`src/rtl/i2c_arbiter.sv`:
```
// Round-robin arbiter sharing one i2c_master byte engine between NUM_REQ requesters.
// Latches the winner's address/data, runs the start/ready handshake, returns ack or timeout err.
module i2c_arbiter #(
    parameter int NUM_REQ = 2,
    parameter int TIMEOUT = 4096
) (
    input  logic                   clk,
    input  logic                   reset,
    input  logic [NUM_REQ-1:0]     req,
    input  logic [7*NUM_REQ-1:0]   req_addr,
    input  logic [8*NUM_REQ-1:0]   req_data,
    output logic [NUM_REQ-1:0]     grant,
    output logic [NUM_REQ-1:0]     ack,
    output logic [NUM_REQ-1:0]     err,
    output logic                   busy,
    output logic [6:0]             m_addr,
    output logic [7:0]             m_data,
    output logic                   m_start,
    input  logic                   m_ready
);
    localparam int TW = $clog2(TIMEOUT + 1);
    localparam int PW = (NUM_REQ > 1) ? $clog2(NUM_REQ) : 1;
    localparam logic [TW-1:0] T_LAST = TW'(TIMEOUT - 1);
    localparam logic [PW-1:0] P_RST  = PW'(NUM_REQ - 1);

    typedef enum logic [1:0] {IDLE, LAUNCH, WAIT, COOL} state_t;

    state_t             state;
    logic [TW-1:0]      timer;
    logic [PW-1:0]      last;
    logic [PW-1:0]      owner;
    logic [PW-1:0]      win_idx;
    logic [PW-1:0]      idx;
    logic               win_vld;
    logic [6:0]         win_addr;
    logic [7:0]         win_data;
    logic [NUM_REQ-1:0] owner_oh;

    // Scan downward so the closest requester after 'last' is the final (winning) assignment.
    always_comb begin
        win_vld = 1'b0;
        win_idx = '0;
        idx     = '0;
        for (int k = NUM_REQ; k >= 1; k--) begin
            idx = PW'((int'(last) + k) % NUM_REQ);
            if (req[idx]) begin
                win_vld = 1'b1;
                win_idx = idx;
            end
        end
    end

    always_comb begin
        win_addr = '0;
        win_data = '0;
        for (int i = 0; i < NUM_REQ; i++) begin
            if (win_idx == PW'(i)) begin
                win_addr = req_addr[7*i +: 7];
                win_data = req_data[8*i +: 8];
            end
        end
    end

    assign owner_oh = NUM_REQ'(1) << owner;

    always_ff @(posedge clk or negedge reset) begin
        if (!reset) begin
            state   <= IDLE;
            timer   <= '0;
            last    <= P_RST;
            owner   <= '0;
            grant   <= '0;
            ack     <= '0;
            err     <= '0;
            busy    <= 1'b0;
            m_addr  <= '0;
            m_data  <= '0;
            m_start <= 1'b0;
        end else begin
            ack <= '0;
            err <= '0;
            case (state)
                IDLE: begin
                    if (win_vld && m_ready) begin
                        owner   <= win_idx;
                        grant   <= NUM_REQ'(1) << win_idx;
                        m_addr  <= win_addr;
                        m_data  <= win_data;
                        m_start <= 1'b1;
                        timer   <= '0;
                        busy    <= 1'b1;
                        state   <= LAUNCH;
                    end
                end
                LAUNCH: begin
                    if (!m_ready) begin
                        m_start <= 1'b0;
                        timer   <= '0;
                        state   <= WAIT;
                    end else if (timer == T_LAST) begin
                        err     <= owner_oh;
                        m_start <= 1'b0;
                        state   <= COOL;
                    end else begin
                        timer <= timer + 1'b1;
                    end
                end
                WAIT: begin
                    if (m_ready) begin
                        ack   <= owner_oh;
                        state <= COOL;
                    end else if (timer == T_LAST) begin
                        err   <= owner_oh;
                        state <= COOL;
                    end else begin
                        timer <= timer + 1'b1;
                    end
                end
                COOL: begin
                    // Requesters drop req during this cycle, so the next arbitration never sees a stale one.
                    grant <= '0;
                    last  <= owner;
                    busy  <= 1'b0;
                    state <= IDLE;
                end
                default: state <= IDLE;
            endcase
        end
    end
endmodule

```
`config.mk`:
```
export PLATFORM = sky130hd
export DESIGN_NAME = i2c_arbiter
export DESIGN_NICKNAME = d
export VERILOG_FILES = /design/src/rtl/i2c_arbiter.sv
export SDC_FILE = /design/constraint.sdc
export NUM_CORES = 1
export LEC_CHECK = 0
export CAP_MARGIN = 20
export CORE_ASPECT_RATIO = 1.5
export CORE_UTILIZATION = 36
export CTS_CLUSTER_DIAMETER = 150
export DETAILED_ROUTE_END_ITERATION = 6
export PLACE_DENSITY = 0.64
export SLEW_MARGIN = 20
export SYNTH_ARGS = -nofsm -noshare
export SYNTH_HDL_FRONTEND = slang
export SYNTH_SLANG_ARGS = --single-unit
```
`constraint.sdc`:
```
create_clock -name clk -period 1.6 [get_ports clk]
set_input_delay 0.24 -clock clk [delete_from_list [all_inputs] [get_ports clk]]
set_output_delay 0.24 -clock clk [all_outputs]
set_load 0.01 [all_outputs]
```
======== After elaboration in Yosys (flattened, before gate mapping) ========
Cells that the tools add are included.
word-level totals
  flip-flop bits (word level) ............. 40
operators by class
  equality and inequality tests ........... 7
  add/sub/neg operators ................... 3
  muxes and demuxes ....................... 33
  shifts and indexed selects .............. 2
  $lt $le $gt $ge ......................... 2
  reductions and logical operators ........ 9
operators with widths
  cell                   count
  $mux 13                4
  $pmux 13 s3            1
  $mux 2                 10
  $add 13x1->13 const B  1
  $eq 13x12->1 const B   1
  $mux 1                 11
  $mux 8                 1
  $pmux 2 s2             2
  $pmux 2 s4             1
  $mux 7                 1
  $reduce_and 3->1       2
  $eq 2x2->1 const B     2
  $lt 1x2->1 const B     2
  $ne 2x2->1 const B     2
  $pmux 1 s2             2
  $reduce_and 2->1       2
  $reduce_bool 2->1      2
  $shl 1x1->2 const A    2
  $ne 3x3->1 const B     1
  $reduce_bool 3->1      1
  $add 1x1->1 const B    2
  $eq 2x1->1 const B     1
  $logic_not 2->1        1
  $logic_and 1x1->1      1

======== Logic depth before layout (Yosys ltp) ========
  depth in word-level cells ............... 8
  depth in mapped cells ................... 6
  mapped depth without buffers ............ 6

======== Worst setup path after synthesis ========
Ideal clock, no wire load.
  kind .................................... register to register
  start ................................... register state[1]
  end ..................................... register timer[2]
  period minus slack after synthesis ...... 1.768 ns
  path buffers ............................ 1
  arrival time ............................ 1.690 ns
  required time ........................... 1.522 ns
  stages on the path, launching flop included .. 7
  library setup time ...................... 0.078 ns
  path slack .............................. -0.168 ns
  cell sequence ........................... dfrtp_1 ha_1 buf_2 a21o_1 a21oi_1 or4b_1 a21oi_1
between the ends
  longest elaborated chain between the ends .. 3
RTL lines
  item                                                       line  text
  start, declared                                            28    state_t state;
  start signal, assigned                                     68    state <= IDLE;
  start signal, assigned                                     92    state <= LAUNCH;
  start signal, assigned                                     99    state <= WAIT;
  $eq 2x2->1 (tied with other cells)                         82    case (state)
  $ne 2x2->1 (no line) or $reduce_bool 3->1 (tied branches)  n/a
  $reduce_and 3->1 (no line)                                 n/a
  end signal, assigned                                       105   timer <= timer + 1'b1;
  end signal, assigned                                       116   timer <= timer + 1'b1;
  end, declared                                              29    logic [TW-1:0] timer;
Parallel ways exist; a longest one is shown, timed or not.
A chain may end at the register's enable or synchronous reset.

======== Worst setup path after layout ========
  start ................................... register timer[1]
  end ..................................... register timer[3]
between the ends
  longest elaborated chain between the ends .. 4
RTL lines
  item                                           line
  $add 13x1->13 or $eq 13x12->1 (tied branches)  n/a
  $mux 13 *                                      100, 112
  $mux 13, on equally long branches              109, 96
  $pmux 13 s3 *                                  82
Mark *: on every way between the ends. The rest lies on a longest branch, timed or not. The select of a mux whose other input is x is not followed.

==> summary.txt <==
STA
  – Clock period minus final worst setup slack: 1.76 ns
  – Final slew viol count: 0
  – Slew at the pin closest to its max-slew limit: between 0.5 and 0.6 ns
  – Total setup violations reported at the end of the flow: 12
  – Final period utilization: 110%
  – WHS: -0.0117 ns
  – Rel. slew slack: 65.2%
  – RSZ-0062 raised after global routing: yes
  – Achievable frequency: around 0.57 GHz
  – Fin. Hold Viols: 9
  – Minimum setup slack in the final design: -0.162 ns
  – Worst clock skew: approximately 0.0077 ns

Logic synthesis
  – Mean area per synthesized cell: 10.1 sq um
  – Proportion of synthesized chip area in sequential cells: 47.5%
  – FFs w/ async S/R, synth: 100%
  – Nets in the synthesized netlist: roughly 250
  – Number of distinct library cells after synthesis: 47
  – Number of flops mapped to enable cells by yosys: 0
  – Synth Flop Type: sky130_fd_sc_hd__dfrtp_1
  – YS warnings: 0
  – Number of synthesized register bits: 40
  – Post-synthesis instance area: about 0.0021 sq mm
  – Number of instances in the synthesized netlist: 210

Pwr
  – Reg power frac: between 20 and 30%
  – Fraction of power spent switching nets: 36.9%
  – Overall Power: ~0.0051 W
  – Int Power: approximately 0.0032 W
  – Combinational group share of total power: 56.7%
  – Fraction of power consumed by the clock network: 13.7%
  – Power density of the placed cells: 1430 mW/mm^2
  – Leakage power: 1.53 nW
  – Switching power total: 0.00187 W
  – Worst voltage drop across the vdd grid: 0.649 mV

Floorplan
  – Total die area: about 0.0062 sq mm
  – Core area: roughly 0.0056 sq mm
  – I/O pin total: slightly below 60
  – Starting density of the core: 37.9%
  – Die width: between 60 and 70 microns
  – Vertical extent of the die: ~96 microns
  – Number of rows in the core area: 33

Clock network
  – Clock-pin slew of the registers on the worst-case setup and hold paths: 0.08 ns
  – Root buf cell: sky130_fd_sc_hd__clkbuf_8
  – Clock latency at the later pin of the worst-skew pair: 0.30 ns
  – Cts bufs inserted: 5
  – Total clock sinks: 40
  – TritonCTS clock tree: built
  – Number of buffers on the longest clock path: 2
  – Number of buffers added to fix hold violations after cts: 0
  – H-tree levels: 2

Finish
  – Share of final-layout standard cells stronger than drive strength 1: 34.6%
  – Highest-count cells in the layout ignoring fill and taps: sky130_fd_sc_hd__clkdlybuf4s50_1, sky130_fd_sc_hd__buf_4, sky130_fd_sc_hd__dfrtp_1, sky130_fd_sc_hd__nand2_1, sky130_fd_sc_hd__o21ai_0
  – Antenna cell count: 0
  – Nets: 365
  – Leading cell type in the layout, fill and taps excluded: sky130_fd_sc_hd__clkdlybuf4s50_1
  – Area growth from synthesis to final layout: 67.7%
  – Post-Route Utilization: between 60% and 70%
  – Final Instance Area: 0.00354 sq mm

Drt
  – Length of the first detailed-routing pass in iterations: 4
  – Total via count after detailed routing: 2,039
  – Count of unresolved DRC violations after routing: 0
  – Detailed-route wire length per cell: between 10 and 15 microns
  – Routed vias/inst: 5.18
  – Number of nets with antenna violations after routing: 0
  – Final wirelength: 5620 microns
  – Iter 0 DRT Violations: 83

Placement
  – Post-placement cell area: 0.00309 sq mm
  – RePlAce Congestion: between 0.7 and 0.8
  – Post-detail-place hpwl: 3890 microns
  – Buffers added on ports: 57
  – Worst slack at placement: -0.336 ns

GRT
  – Number of antenna violations at the first check in global routing: 0
  – First-pass GRT wire length: 8870 microns
  – Total overflow reported by the global router: 0
  – Via count of the first global-routing pass: 1,981
  – Total global-route track usage: 18.6%
  – Pin count of the biggest net entering global routing: 41

Setup path
  – CP Class: register to register
  – Crit path required time: 1.82 ns
  – Critical register-to-register path startpoint: timer[1]
  – Kind of end point of the critical path: register
  – Startpoint of the most critical setup path: timer[1]
  – Data arrival time of the critical path: between 1.5 and 2 ns
  – Critical path launch point type: register
  – Maximum net fanout on the critical path: 7

Min path
  – Tightest Hold Check Type: input port to asynchronous set/reset pin

Job
  – Max-cap check violation count: 0

Outcome
  – Status: complete, but fails checks
  – Violated checks: negative hold slack, negative setup slack
-- through the flow --
stage	hold slack (ns)	std cells	setup TNS (ns)
2_1_floorplan	-0.0556	210	-0.290
3_3_place_gp	0.330	373	-4.57
3_5_place_dp	0.337	373	-5.47
4_1_cts	0.0189	388	-0.829
5_1_grt	0.0400	394	-1.97
6_report	-0.0117	394	-1.04
-- final timing paths --
path / to / slack [ns] / cells after the start
worst max-delay path: timer[3] / -0.16 / 6
worst min-delay path: timer[9] / -0.01 / 2
worst max register to register: timer[3] / -0.16 / 6
worst min register to register: m_data[7] / 0.48 / 2
max in group asynchronous: state[1] / 1.21 / 2
min in group clk: m_data[7] / 0.48 / 2
-- synthesized netlist by cell type (all sizes together) (3+ instances only) --
library cell,number,share of area [%]
or4,5,1.8
a21oi,13,3.1
inv,11,2.0
clkbuf,3,0.53
nand3,4,0.95
ha,7,4.1
o31ai,5,1.8
o41ai,3,1.2
and3,3,0.89
dfrtp,39,46
buf,5,1.6
nor3,3,0.95
o21ai,24,5.7
nand2,28,5.0
nor2,8,1.5
mux2i,16,7.6
a21o,3,1.1
-- power groups by stage --
stage	logic, W	registers (W)	clock network, W
2_1_floorplan	0.000903	0.00160	0
3_3_place_gp	0.00218	0.00149	0
3_5_place_dp	0.00221	0.00150	0
4_1_cts	0.00251	0.00150	0.000715
5_1_grt	0.00311	0.00154	0.000765
6_report	0.00287	0.00150	0.000692
-- what timing repair did --
item	in CTS	in global routing
setup buffers	7	6
resized for setup	23	32
pin swaps	9	17
endpoints found under the setup margin	14	32
-- sequential cells by signal, summed over array words and instances, names as in the netlist, 2 cells and up --
register / count
timer: 13
m_data: 8
m_addr: 7
ack: 2
err: 2
grant: 2
state: 2
-- layer usage --
metal  track usage (%)  vias to the layer above  part of all wire (%)
li1                  -                      987                     -
met1              19.8                      977                    38
met2              34.7                       65                    55
met3              5.33                       10                   5.4
met4              5.74                        0                   1.5
met5                 0                        -                     0
-- critical path: stages, from the launching register on --
cell and delay, ns:
sky130_fd_sc_hd__dfrtp_1 0.40, sky130_fd_sc_hd__ha_2 0.19, sky130_fd_sc_hd__and3_4 0.15, sky130_fd_sc_hd__nor4b_4 0.13, sky130_fd_sc_hd__buf_4 0.16, sky130_fd_sc_hd__or4b_1 0.50
sky130_fd_sc_hd__a21oi_1 0.15
-- logic make-up (layout without fill, tap and decap cells) --
group | Yosys count | after routing | share of synthesized area (%)
simple gates | 65 | 65 | 17.3
buf+inv | 19 | 133 | 4.09
mux | 18 | 18 | 8.65
compound gates | 61 | 61 | 18.4
flops | 40 | 40 | 47.5
fa+ha+maj | 7 | 7 | 4.15
-- cell type report --
class / count / area [sq um]
clock buffers: 8 / 90.1
multi-input cells: 151 / 1280
fillers: 470 / 2030
repair buffers: 114 / 1040
inverters: 11 / 43.8
well taps: 70 / 87.6
flip-flops and latches: 40 / 1000
No activity file was read; power rests on OpenSTA's default activity.
